<file path="src/rtl/data_cache_ctrl_pkg.sv">
// Shared constants and FSM state type for the direct-mapped write-through data cache.
package data_cache_ctrl_pkg;

    localparam int unsigned WORD_SIZE_DEF  = 16;
    localparam int unsigned OFFSET_W       = 2;
    localparam int unsigned LINE_WORDS_DEF = 4;

    typedef enum logic [1:0] {
        ST_IDLE,
        ST_FILL,
        ST_WRITE,
        ST_WDONE
    } dc_state_e;

endpackage

</file>
<file path="src/rtl/data_cache_ctrl_array.sv">
// Valid/tag/data storage: combinational read by index, synchronous line and word writes.
module dcache_array
    import data_cache_ctrl_pkg::*;
#(
    parameter int unsigned WORD_SIZE  = 16,
    parameter int unsigned NUM_LINES  = 4,
    parameter int unsigned LINE_WORDS = 4,
    parameter int unsigned INDEX_W    = 2,
    parameter int unsigned TAG_W      = 12
) (
    input  logic                             clk_i,
    input  logic                             rst_i,
    input  logic [INDEX_W-1:0]               idx_i,
    output logic                             valid_o,
    output logic [TAG_W-1:0]                 tag_o,
    output logic [LINE_WORDS*WORD_SIZE-1:0]  line_o,
    input  logic                             line_we_i,
    input  logic [TAG_W-1:0]                 line_tag_i,
    input  logic [LINE_WORDS*WORD_SIZE-1:0]  line_data_i,
    input  logic                             word_we_i,
    input  logic [OFFSET_W-1:0]              word_off_i,
    input  logic [WORD_SIZE-1:0]             word_data_i
);

    logic [NUM_LINES-1:0]             valid_q;
    logic [TAG_W-1:0]                 tag_q  [NUM_LINES];
    logic [LINE_WORDS*WORD_SIZE-1:0]  data_q [NUM_LINES];

    always_ff @(posedge clk_i) begin
        if (rst_i) begin
            valid_q <= '0;
        end else if (line_we_i) begin
            valid_q[idx_i] <= 1'b1;
        end
    end

    // Tags and data need no reset: every read is qualified by the valid bit.
    always_ff @(posedge clk_i) begin
        if (line_we_i) begin
            tag_q[idx_i]  <= line_tag_i;
            data_q[idx_i] <= line_data_i;
        end else if (word_we_i) begin
            data_q[idx_i][word_off_i*WORD_SIZE +: WORD_SIZE] <= word_data_i;
        end
    end

    assign valid_o = valid_q[idx_i];
    assign tag_o   = tag_q[idx_i];
    assign line_o  = data_q[idx_i];

endmodule

</file>
<file path="src/rtl/data_cache_ctrl.sv">
// Direct-mapped, write-through, no-write-allocate data cache controller with
// read hit/miss counters; FSM and counters live here, storage in dcache_array.
module data_cache_ctrl
    import data_cache_ctrl_pkg::*;
#(
    parameter int unsigned WORD_SIZE  = 16,
    parameter int unsigned NUM_LINES  = 4,
    parameter int unsigned LINE_WORDS = 4
) (
    input  logic                             Clk,
    input  logic                             Reset,
    input  logic                             req_read,
    input  logic                             req_write,
    input  logic [WORD_SIZE-1:0]             req_addr,
    input  logic [WORD_SIZE-1:0]             req_wdata,
    output logic [WORD_SIZE-1:0]             rdata,
    output logic                             stall,
    output logic                             mem_req,
    output logic                             mem_we,
    output logic [WORD_SIZE-1:0]             mem_addr,
    output logic [WORD_SIZE-1:0]             mem_wdata,
    input  logic [LINE_WORDS*WORD_SIZE-1:0]  mem_rdata,
    input  logic                             mem_ready,
    output logic [15:0]                      hit_count,
    output logic [15:0]                      miss_count
);

    localparam int unsigned INDEX_W = $clog2(NUM_LINES);
    localparam int unsigned TAG_W   = WORD_SIZE - INDEX_W - OFFSET_W;
    localparam int unsigned LINE_W  = LINE_WORDS * WORD_SIZE;

    dc_state_e              state_q, state_d;
    logic                   prev_fill_q;
    logic                   mem_req_q, mem_req_d;
    logic                   mem_we_q, mem_we_d;
    logic [WORD_SIZE-1:0]   mem_addr_q, mem_addr_d;
    logic [WORD_SIZE-1:0]   mem_wdata_q, mem_wdata_d;
    logic [15:0]            hit_q, hit_d;
    logic [15:0]            miss_q, miss_d;

    logic [WORD_SIZE-1:0]   lk_addr;
    logic [OFFSET_W-1:0]    lk_off;
    logic [INDEX_W-1:0]     lk_idx;
    logic [TAG_W-1:0]       lk_tag;
    logic                   arr_valid;
    logic [TAG_W-1:0]       arr_tag;
    logic [LINE_W-1:0]      arr_line;
    logic                   hit;
    logic                   xfer_done;
    logic                   stall_c;
    logic                   line_we;
    logic                   word_we;

    // IDLE looks up the live request; FILL/WRITE look up the latched transaction address.
    assign lk_addr   = (state_q == ST_IDLE) ? req_addr : mem_addr_q;
    assign lk_off    = lk_addr[OFFSET_W-1:0];
    assign lk_idx    = lk_addr[OFFSET_W +: INDEX_W];
    assign lk_tag    = lk_addr[WORD_SIZE-1 -: TAG_W];
    assign hit       = arr_valid && (arr_tag == lk_tag);
    assign xfer_done = mem_req_q && mem_ready;

    dcache_array #(
        .WORD_SIZE  (WORD_SIZE),
        .NUM_LINES  (NUM_LINES),
        .LINE_WORDS (LINE_WORDS),
        .INDEX_W    (INDEX_W),
        .TAG_W      (TAG_W)
    ) u_array (
        .clk_i       (Clk),
        .rst_i       (Reset),
        .idx_i       (lk_idx),
        .valid_o     (arr_valid),
        .tag_o       (arr_tag),
        .line_o      (arr_line),
        .line_we_i   (line_we),
        .line_tag_i  (lk_tag),
        .line_data_i (mem_rdata),
        .word_we_i   (word_we),
        .word_off_i  (lk_off),
        .word_data_i (mem_wdata_q)
    );

    always_comb begin
        state_d     = state_q;
        mem_req_d   = mem_req_q;
        mem_we_d    = mem_we_q;
        mem_addr_d  = mem_addr_q;
        mem_wdata_d = mem_wdata_q;
        hit_d       = hit_q;
        miss_d      = miss_q;
        stall_c     = 1'b0;
        line_we     = 1'b0;
        word_we     = 1'b0;
        unique case (state_q)
            ST_IDLE: begin
                if (req_read) begin
                    if (hit) begin
                        // The replayed load after a fill was already counted as a miss.
                        if (!prev_fill_q) hit_d = hit_q + 16'd1;
                    end else begin
                        stall_c    = 1'b1;
                        state_d    = ST_FILL;
                        mem_req_d  = 1'b1;
                        mem_we_d   = 1'b0;
                        mem_addr_d = {req_addr[WORD_SIZE-1:OFFSET_W], {OFFSET_W{1'b0}}};
                        miss_d     = miss_q + 16'd1;
                    end
                end else if (req_write) begin
                    stall_c     = 1'b1;
                    state_d     = ST_WRITE;
                    mem_req_d   = 1'b1;
                    mem_we_d    = 1'b1;
                    mem_addr_d  = req_addr;
                    mem_wdata_d = req_wdata;
                end
            end
            ST_FILL: begin
                stall_c = 1'b1;
                if (xfer_done) begin
                    line_we   = 1'b1;
                    mem_req_d = 1'b0;
                    state_d   = ST_IDLE;
                end
            end
            ST_WRITE: begin
                stall_c = 1'b1;
                if (xfer_done) begin
                    word_we   = hit;
                    mem_req_d = 1'b0;
                    state_d   = ST_WDONE;
                end
            end
            ST_WDONE: begin
                state_d = ST_IDLE;
            end
            default: begin
                state_d = ST_IDLE;
            end
        endcase
    end

    always_ff @(posedge Clk) begin
        if (Reset) begin
            state_q     <= ST_IDLE;
            prev_fill_q <= 1'b0;
            mem_req_q   <= 1'b0;
            mem_we_q    <= 1'b0;
            mem_addr_q  <= '0;
            mem_wdata_q <= '0;
            hit_q       <= '0;
            miss_q      <= '0;
        end else begin
            state_q     <= state_d;
            prev_fill_q <= (state_q == ST_FILL);
            mem_req_q   <= mem_req_d;
            mem_we_q    <= mem_we_d;
            mem_addr_q  <= mem_addr_d;
            mem_wdata_q <= mem_wdata_d;
            hit_q       <= hit_d;
            miss_q      <= miss_d;
        end
    end

    assign stall      = Reset ? 1'b0 : stall_c;
    assign rdata      = Reset ? '0 : arr_line[lk_off*WORD_SIZE +: WORD_SIZE];
    assign mem_req    = mem_req_q;
    assign mem_we     = mem_we_q;
    assign mem_addr   = mem_addr_q;
    assign mem_wdata  = mem_wdata_q;
    assign hit_count  = hit_q;
    assign miss_count = miss_q;

endmodule

</file>
<file path="config.mk">
export PLATFORM = sky130hd
export DESIGN_NAME = data_cache_ctrl
export DESIGN_NICKNAME = d
export VERILOG_FILES = /design/src/rtl/data_cache_ctrl_pkg.sv /design/src/rtl/data_cache_ctrl_array.sv /design/src/rtl/data_cache_ctrl.sv
export SDC_FILE = /design/constraint.sdc
export NUM_CORES = 1
export LEC_CHECK = 0
export CAP_MARGIN = 20
export CORE_MARGIN = 2
export CORE_UTILIZATION = 51
export DETAILED_ROUTE_END_ITERATION = 12
export PLACE_DENSITY = 0.84
export SYNTH_ARGS = -nofsm -noshare
export SYNTH_HDL_FRONTEND = slang
export SYNTH_HIERARCHICAL = 1
export SYNTH_SLANG_ARGS = --single-unit
</file>
<file path="constraint.sdc">
create_clock -name Clk -period 6.12 [get_ports Clk]
set_input_delay 0.612 -clock Clk [delete_from_list [all_inputs] [get_ports Clk]]
set_output_delay 0.612 -clock Clk [all_outputs]
set_load 0.01 [all_outputs]
</file>
-- Word-level counts from Yosys, hierarchy flattened
Memories as Yosys holds them, arrays and structs flattened.
Index checks and enable logic that the tools add are counted.
- $add $sub $neg: 3
- order comparisons: 2
- equal/unequal tests: 10
- shifts and indexed selects: 3
- mux-type cells: 100
- bitwise operators: 68
- reduce and logical (&&, ||, !) cells: 13
- operators with widths (cell ; number):
    $mux 1 ; 84
    $mux 16 ; 5
    $mux 64 ; 1
    $or 1x1->1 ; 64
    $shift 16x34->64 const A ; 1
    $shiftx 16x34->64 ; 1
    $shiftx 64x7->16 ; 1
    $neg 6->34 ; 1
    $add 16x1->16 const B ; 2
    $eq 12x12->1 ; 1
    $reduce_and 4->1 ; 3
    $mux 2 ; 5
    $reduce_and 3->1 ; 3
    $pmux 2 s4 ; 1
    $ne 2x2->1 const B ; 3
    $ne 3x3->1 const B ; 2
    $eq 2x2->1 const B ; 2
    $or 4x4->4 ; 1
    $pmux 1 s2 ; 2
    $reduce_bool 2->1 ; 2
    $logic_and 1x1->1 ; 3
    $lt 2x3->1 const B ; 1
    $not 1->1 ; 3
    $bmux 1 s2 ; 1
    other kinds (6) ; 6
- register bits: 73
- RAM bits: 304
- bits of input ports: 101
- output and inout bits: 83
- word-level logic and storage cells: 210
- memories: 2
- memory list (name ; depth ; width ; read ports ; clocked after Yosys merged registers in ; write ports ; RTL line ; text):
    u_array.data_q ; 4 ; 64 ; 1 ; 0 ; 1 ; data_cache_ctrl_array.sv:27 ; logic [LINE_WORDS*WORD_SIZE-1:0] data_q [NUM_LINES];
    u_array.tag_q ; 4 ; 12 ; 1 ; 0 ; 1 ; data_cache_ctrl_array.sv:26 ; logic [TAG_W-1:0] tag_q [NUM_LINES];

-- Depth between registers and ports, before layout
Gate-level depths: netlist of run 1.
- depth after elaboration: 11
- mapped depth: 19
- gate-level depth less buffers: 10

-- Modules after synthesis
The synthesis of run 1 kept the hierarchy.
- modules (own cells, without submodules) (module ; instances ; cells an instance ; area each (sq um) ; seq. area each (sq um)):
    dcache_array ; 1 ; 650 ; 12817.3 ; 9208.8
    data_cache_ctrl ; 1 ; 446 ; 3982.6 ; 1381.3

-- Worst setup path before layout of run 1
OpenSTA, ideal clock, no wires.
- path type: reg-to-reg
- from: register state_q[1]
- to: memory u_array/data_q[0][48] in the netlist's numbering, enable pin
- data arrival time: 5.630 ns
- required time: 5.711 ns
- setup slack: 0.080 ns
- stages on the path, launching flop included: 18
- path buffers: 7
- cells stage by stage: dfxtp_1 -> inv_1 -> ha_1 -> buf_6 -> clkbuf_1 -> mux2_2 -> clkbuf_1 -> buf_2 -> mux4_2 -> xor2_1 -> or4_4 -> or4_4 -> buf_6 -> buf_6 -> clkbuf_1 -> nor2_1 -> a21oi_1 -> nor3_1
- cells in the longest elaborated chain, start to end: 11
- elaborated cells on any way between the ends: 20
- ends and longest elaborated chain (what ; RTL line ; text):
    from (decl) ; data_cache_ctrl.sv:32 ; dc_state_e state_q, state_d;
    from (signal assigned) ; data_cache_ctrl.sv:153 ; state_q <= state_d;
    $logic_not 2->1 ; data_cache_ctrl.sv:55 ; assign lk_addr = (state_q == ST_IDLE) ? req_addr : mem_addr_q;
    $mux 16 ; data_cache_ctrl.sv:55 ;
    net lk_addr[2] ; data_cache_ctrl.sv:41 ; logic [WORD_SIZE-1:0] lk_addr;
    $mem_v2 4x12 ; -- ;
    net arr_tag[11] ; data_cache_ctrl.sv:46 ; logic [TAG_W-1:0] arr_tag;
    $eq 12x12->1 ; data_cache_ctrl.sv:59 ; assign hit = arr_valid && (arr_tag == lk_tag);
    $logic_and 1x1->1 ; data_cache_ctrl.sv:59 ;
    $mux 1 ; data_cache_ctrl.sv:127 ; if (xfer_done) begin
    $mux 1 ; data_cache_ctrl.sv:94 ; unique case (state_q)
    net word_we ; data_cache_ctrl.sv:52 ; logic word_we;
    $mux 1 ; data_cache_ctrl_array.sv:42 ; end else if (word_we_i) begin
    $mux 1 ; data_cache_ctrl_array.sv:39 ; if (line_we_i) begin
    $mux 64 (not written as such) ; data_cache_ctrl_array.sv:43 ; data_q[idx_i][word_off_i*WORD_SIZE +: WORD_SIZE] <= word_data_i;
    $or 1x1->1 (no source line) ; -- ;
    to (decl) ; data_cache_ctrl_array.sv:27 ;
The timed path passes the listed nets, and every way through them passes these cells. The select of a mux whose other input is x is not followed.

-- Final worst setup path of run 1
- from: register state_q[1]
- to: output port stall
- cells in the longest elaborated chain, start to end: 9
- elaborated cells on any way between the ends: 14
- ends and longest elaborated chain (what ; RTL line ; text):
    $logic_not 2->1 ; data_cache_ctrl.sv:55 ;
    $mux 16 ; data_cache_ctrl.sv:55 ;
    net lk_addr[3] ; data_cache_ctrl.sv:41 ;
    $bmux 1 s2 ; data_cache_ctrl_array.sv:47 ; assign valid_o = valid_q[idx_i];
    $mux 1 (not written as such) ; data_cache_ctrl_array.sv:47 ;
    net arr_valid ; data_cache_ctrl.sv:45 ; logic arr_valid;
    $logic_and 1x1->1 ; data_cache_ctrl.sv:59 ;
    $mux 1 ; data_cache_ctrl.sv:97 ; if (hit) begin
    $mux 1 ; data_cache_ctrl.sv:96 ; if (req_read) begin
    $pmux 1 s2 ; data_cache_ctrl.sv:94 ;
    $mux 1 ; data_cache_ctrl.sv:164 ; assign stall = Reset ? 1'b0 : stall_c;
    to (decl) ; data_cache_ctrl.sv:17 ; output logic stall,
The timed path passes the listed nets, and every way through them passes these cells. The select of a mux whose other input is x is not followed.

==> results.txt, run 1 <==
Yosys warns: 6
CP Class: flop to primary output
Fmax: 175.1 MHz
CP startpoint kind: flop
Data required, critical path: 5.51 ns
Worst Setup End Kind: primary output
CTS Buf Count: 37
Sequential-to-total area share from yosys stat: 63.04%
Post-Layout Inst Area: 20450 sq um
# rows: 66
Status: finished, final reports clean
R2R setup slack: 0.69 ns
Clock skew: 0.03999 ns
Die width: 185.5 microns
Power per cell area: 370.8 nW/um^2
Post-DP HPWL: 30.86 mm
DR top layer: met5
Yosys cell types: 54
Max-Cap Viols: 0
Share of cells above drive strength 1: 20.91%
Ys async rst share: 0%
Setup TNS: 0 ns
Synthesized net count: 1208
RePlAce Congestion: 0.8618
Iteration-0 DRC count of the detailed router: 1375
Initial antenna violation count: 4
WL/cell: 26.51 microns
Worst Hold Class: flop to flop
Initial Util: 51.77%
Setup Viol. Count Final: 0
Met3 WL: 4.988 mm
Post-CTS Setup Inserts: 0
Synth Instances: 1096
Max FO, Critical Path: 56
Synth Area per Inst: 15.33 sq um
Critical Path, Cell by Cell: inv_1 -> ha_1 -> buf_4 -> mux2_4 -> buf_4 -> mux4_2 -> nand2_1 -> or4_4 -> a21oi_2 -> buf_4 -> a211oi_1 -> clkdlybuf4s50_1
H-Tree Depth: 2
Remaining Overflow, GRT: 0
Commonest non-fill, non-tap cell in the layout: edfxtp_1
Detail Route Antenna Nets: 0
Worst slew margin: 24.29%
Nets@finish: 1399
Core area: 32450 sq um
Worst-path clk slew: 0.06 ns
CTS root buf: clkbuf_16
Top Family by Delay on Critical Path: buffers and inverters
Number of synthesized flops with an enable pin: 304
Final Cycle Share: 93.29%
# port buffers: 183
CP max-delay cell: buf_4
Vias per Instance: 6.228
Die H: 185.5 microns
Peak VDD IR: 209.6 uV
Clock sink count: 377
Slew at the pin closest to its max-slew limit: 1.136 ns
CP peak stage delay: 0.74 ns
Met2 routed WL: 22.99 mm
Synth Flop Type: edfxtp_1
CTS resizes: 0
First-pass GRT wire length: 68.21 mm
CTS tree: done
Ports: 184
Fin. Hold Viols: 0
Largest net degree at the start of global routing: 88
CP Buf/Inv Count: 5
DRT Pass-1 Iters: 5
CTS Hold Bufs: 0
Tot Pwr: 7583 uW
Clk buf depth: 3
Synth-to-Final Area Change: 21.75%
Pleak: 0.006715 uW
# DRC: 0
Unrepaired setup endpoints after global routing: false
Via count: 10960
Placement Cell Area: 19260 sq um
Crit path DAT: 5.10 ns
Vias in the first global route: 10970
Die area: 34410 sq um
Final WL: 46.62 mm
GRT Util Overall: 27.33%
Netlist Area Pre-Place: 16800 sq um
Met1 WL: 16.80 mm
Max Slew Vio Count: 0
Clk_lat worst skew: 0.55 ns
Yosys reg bits: 377
Fin crit period: 5.710 ns
Most frequent cells in the layout: 304 x edfxtp_1, 182 x clkdlybuf4s50_1, 93 x mux4_2
CP dominant cell by count: buf_4
cell usage after synthesis (all sizes together), types with 11 or more instances:
cell type	number	share of area (%)
a21oi	50	1.5
buf	31	1.2
clkbuf	46	1.0
dfxtp	73	8.7
edfxtp	304	54
ha	11	0.82
inv	56	1.3
mux2	40	2.7
mux2i	18	1.1
mux4	93	12
nand2	92	2.1
nand2b	34	1.3
nand3	15	0.45
nor2	32	0.72
nor2b	20	0.74
nor4bb	14	0.83
o21ai	12	0.36
o31ai	17	0.76
o32ai	42	3.1
or4	21	1.0
xor2	12	0.63
logic make-up (layout without fill, tap and decap cells):
group | Yosys count | after routing | synth area share [%]
and+or+nand+nor | 276 | 276 | 9.295
AOI/OAI and AO/OA | 134 | 134 | 6.353
xor gates and xnor gates | 14 | 14 | 0.7299
buffers and inverters | 133 | 352 | 3.500
adders and majority gates | 11 | 11 | 0.8192
DFF | 377 | 377 | 63.04
muxes | 151 | 151 | 16.27
other | 0 | 2 | 0
flip-flops by register name, indices dropped and copies added, names as in the netlist:
| register | flops |
|---|---|
| mem_req | 1 |
| hit_count | 16 |
| state_q | 2 |
| mem_addr | 16 |
| u_array/valid_q | 4 |
| u_array/data_q | 256 |
| mem_wdata | 16 |
| mem_we | 1 |
| prev_fill_q | 1 |
| u_array/tag_q | 48 |
| miss_count | 16 |
cell type report:
type                       instances  area, sq um
fill                            2245        12000
clock buffer                      50         1016
clock inverter                    17        152.6
multi-input combinational        586         5698
timing repair buffer             229         2228
antenna                            2        5.005
tap                              442        553.0
sequential                       377        10590
inverter                          56        210.2
power by group:
part	switching [uW]	internal (uW)
logic	1260	1120
clock network	951	1260
registers	82.3	2910
final timing paths:
path                                                      start                         endpoint  depth (start not counted)
worst min register to register  u_array/valid_q[2]$_SDFFE_PP0P_  u_array/valid_q[2]$_SDFFE_PP0P_                          1
worst max-delay path                    state_q[1]$_SDFFE_PP0P_                            stall                         12
worst min-delay path            u_array/valid_q[2]$_SDFFE_PP0P_  u_array/valid_q[2]$_SDFFE_PP0P_                          1
worst max register to register          state_q[1]$_SDFFE_PP0P_  u_array/data_q[2][44]$_DFFE_PP_                         12
routing by layer:
metal	vias to the layer above	GRT usage, %
li1	4649	-
met1	5523	34.71
met2	665	44.99
met3	116	6.828
met4	2	11.59
met5	-	0
through the flow:
stage | util (%) | worst slack (ns) | hold slack [ns] | cells
floorplan | - | 0.08025 | 0.4317 | 1096
global placement | 59.35 | 0.6135 | 0.4590 | 1688
detailed placement | 59.35 | 0.4555 | 0.4690 | 1688
CTS | 62.95 | 0.4375 | 0.4850 | 1755
global route | 63.02 | 0.1388 | 0.5003 | 1759
finish | 63.02 | 0.4104 | 0.4809 | 1759
Power figures use the tool's default switching activity.
==> inputs of run 2 (changes only) <==
--- a/config.mk
+++ b/config.mk
@@ -10,6 +10,7 @@
 export CORE_UTILIZATION = 51
 export DETAILED_ROUTE_END_ITERATION = 12
 export PLACE_DENSITY = 0.84
+export SKIP_CTS_REPAIR_TIMING = 1
 export SYNTH_ARGS = -nofsm -noshare
 export SYNTH_HDL_FRONTEND = slang
 export SYNTH_HIERARCHICAL = 1
==> results of run 2 <==
The final DEF is identical to that of run 1; final timing and power are the same.
==> inputs of run 3 (changes only) <==
--- a/config.mk
+++ b/config.mk
@@ -6,7 +6,7 @@
 export NUM_CORES = 1
 export LEC_CHECK = 0
 export CAP_MARGIN = 20
-export CORE_MARGIN = 2
+export CORE_MARGIN = 10
 export CORE_UTILIZATION = 51
 export DETAILED_ROUTE_END_ITERATION = 12
 export PLACE_DENSITY = 0.84
==> results.txt, run 3 (same netlist as run 1, synthesis figures left out) <==
Max Slew Vio Count: 0
CTS tree: done
Initial antenna violation count: 1
Die area: 40600 sq um
Worst Hold Class: flop to flop
Top flop regs: u_array/data_q (256), u_array/tag_q (48)
Post-DP HPWL: 32.70 mm
Power per cell area: 372.5 nW/um^2
Initial Util: 51.63%
Hold_sp: mem_addr[15]$_SDFFE_PP0P_
Remaining Overflow, GRT: 0
Top Family by Delay on Critical Path: buffers and inverters
# DRC: 0
Worst flop-to-flop path endpoint: u_array/data_q[1][47]$_DFFE_PP_
H-Tree Depth: 2
Die H: 201.5 microns
Die width: 201.5 microns
CTS Buf Count: 37
Fmax: 174.3 MHz
Worst-path clk slew: 0.06 ns
Largest Register: u_array/data_q
Slew at the pin closest to its max-slew limit: 1.010 ns
Ports: 184
Clock skew: 0.01956 ns
Max FFs per register: 256
Largest net degree at the start of global routing: 80
Max FO, Critical Path: 64
WL/cell: 27.50 microns
CP startpoint kind: flop
CP Buf/Inv Count: 5
Fin. Hold Viols: 0
Core area: 32540 sq um
Synth-to-Final Area Change: 21.73%
Status: finished, final reports clean
Placed cells: 1692
DRT Pass-1 Iters: 5
Nets@finish: 1402
# rows: 66
Critical R2R Launch: state_q[0]$_SDFFE_PP0P_
Vias per Instance: 6.320
Max-Cap Viols: 0
Fillers: 2347
CTS root buf: clkbuf_16
Most frequent cells in the layout: 304 x edfxtp_1, 182 x clkdlybuf4s50_1, 93 x mux4_2
Register Area: 10590 sq um
CP Class: flop to primary output
Clk buf depth: 3
Fin crit period: 5.736 ns
Via count: 11140
Worst slew margin: 32.64%
Data required, critical path: 5.51 ns
RePlAce Congestion: 0.8870
R2R setup slack: 0.81 ns
Setup TNS: 0 ns
Layout Cells excl Fill: 1763
CP peak stage delay: 0.80 ns
GRT Util Overall: 23.20%
Layout Utilization: 62.86%
Share of cells above drive strength 1: 21.02%
Clk_lat worst skew: 0.54 ns
Worst Hold End: mem_addr[15]$_SDFFE_PP0P_
Clock sink count: 377
Worst Setup End Kind: primary output
Iteration-0 DRC count of the detailed router: 1273
Peak VDD IR: 229.1 uV
Vias in the first global route: 11080
Unrepaired setup endpoints after global routing: false
Commonest non-fill, non-tap cell in the layout: edfxtp_1
CP dominant cell by count: buf_4
Area of the multi-input gates: 5692 sq um
Final Cycle Share: 93.72%
Critical Path, Cell by Cell: inv_1 -> ha_1 -> buf_4 -> mux2_4 -> buf_4 -> mux4_2 -> nand2_1 -> or4_4 -> a21oi_2 -> buf_4 -> a211oi_1 -> clkdlybuf4s50_1
Hold Path Depth: 2
Crit path DAT: 5.12 ns
# port buffers: 183
First-pass GRT wire length: 71.66 mm
Final WL: 48.49 mm
Setup Viol. Count Final: 0
Detail Route Antenna Nets: 0
CP max-delay cell: buf_4
Cells on worst reg2reg path: 13
Pleak: 0.006731 uW
## run 3: cell count changes in the layout (fill, tap and decap cells not counted), sizes merged
cell,change
bufinv,+2
inv,+3
buf,+4
clkbuf,-6
diode,+1
## run 3: worst max path at each step
stage	end	cells after the start	start	slack (ns)
after floorplan	u_array/data_q[0][48]$_DFFE_PP_	17	state_q[1]$_SDFFE_PP0P_	0.08
after global placement	stall	10	req_addr[2]	0.67
after detailed placement	u_array/data_q[3][47]$_DFFE_PP_	11	req_addr[2]	0.54
after CTS	stall	12	state_q[0]$_SDFFE_PP0P_	0.39
after global routing	stall	12	state_q[1]$_SDFFE_PP0P_	0.13
final	stall	12	state_q[0]$_SDFFE_PP0P_	0.38
## run 3: worst min-delay path, delay by kind of cell (launching register included)
| kind | cells | cell delay, ns |
|---|---|---|
| DFF | 1 | 0.32 |
| muxes | 1 | 0.06 |
| and+or+nand+nor | 1 | 0.07 |
## run 3: cell type report
type                            instances  area share [%]
Timing Repair Buffer                  232           10.82
Clock buffer                           45           4.674
Tap cell                              442           2.704
Clock inverter                         22           1.120
Multi-Input combinational cell        586           27.83
Sequential cell                       377           51.78
Inverter                               56           1.028
Antenna cell                            3         0.03671
## run 3: where the power goes
group / internal [uW] / leakage, uW / switching [uW]
registers: 2910 / 0.00333 / 77.8
clock network: 1290 / 0.000576 / 950
logic: 1120 / 0.00283 / 1270
total: 5320 / 0.00673 / 2290
## run 3: metal layers
metal,track usage [%],part of all wire (%)
met1,29.35,36
met2,37.54,49
met3,5.333,11
met4,10.39,4.3
met5,0,0
## run 3: through the flow
stage / hold WS, ns / cell area, sq um / total power, uW / worst slack [ns]
floorplan: 0.4317 / 16800 / 4610 / 0.08025
global placement: 0.4477 / 19250 / 5351 / 0.6695
detailed placement: 0.4809 / 19250 / 5392 / 0.5411
CTS: 0.4975 / 20430 / 7627 / 0.3853
global route: 0.5169 / 20450 / 7882 / 0.1274
finish: 0.4927 / 20450 / 7617 / 0.3840
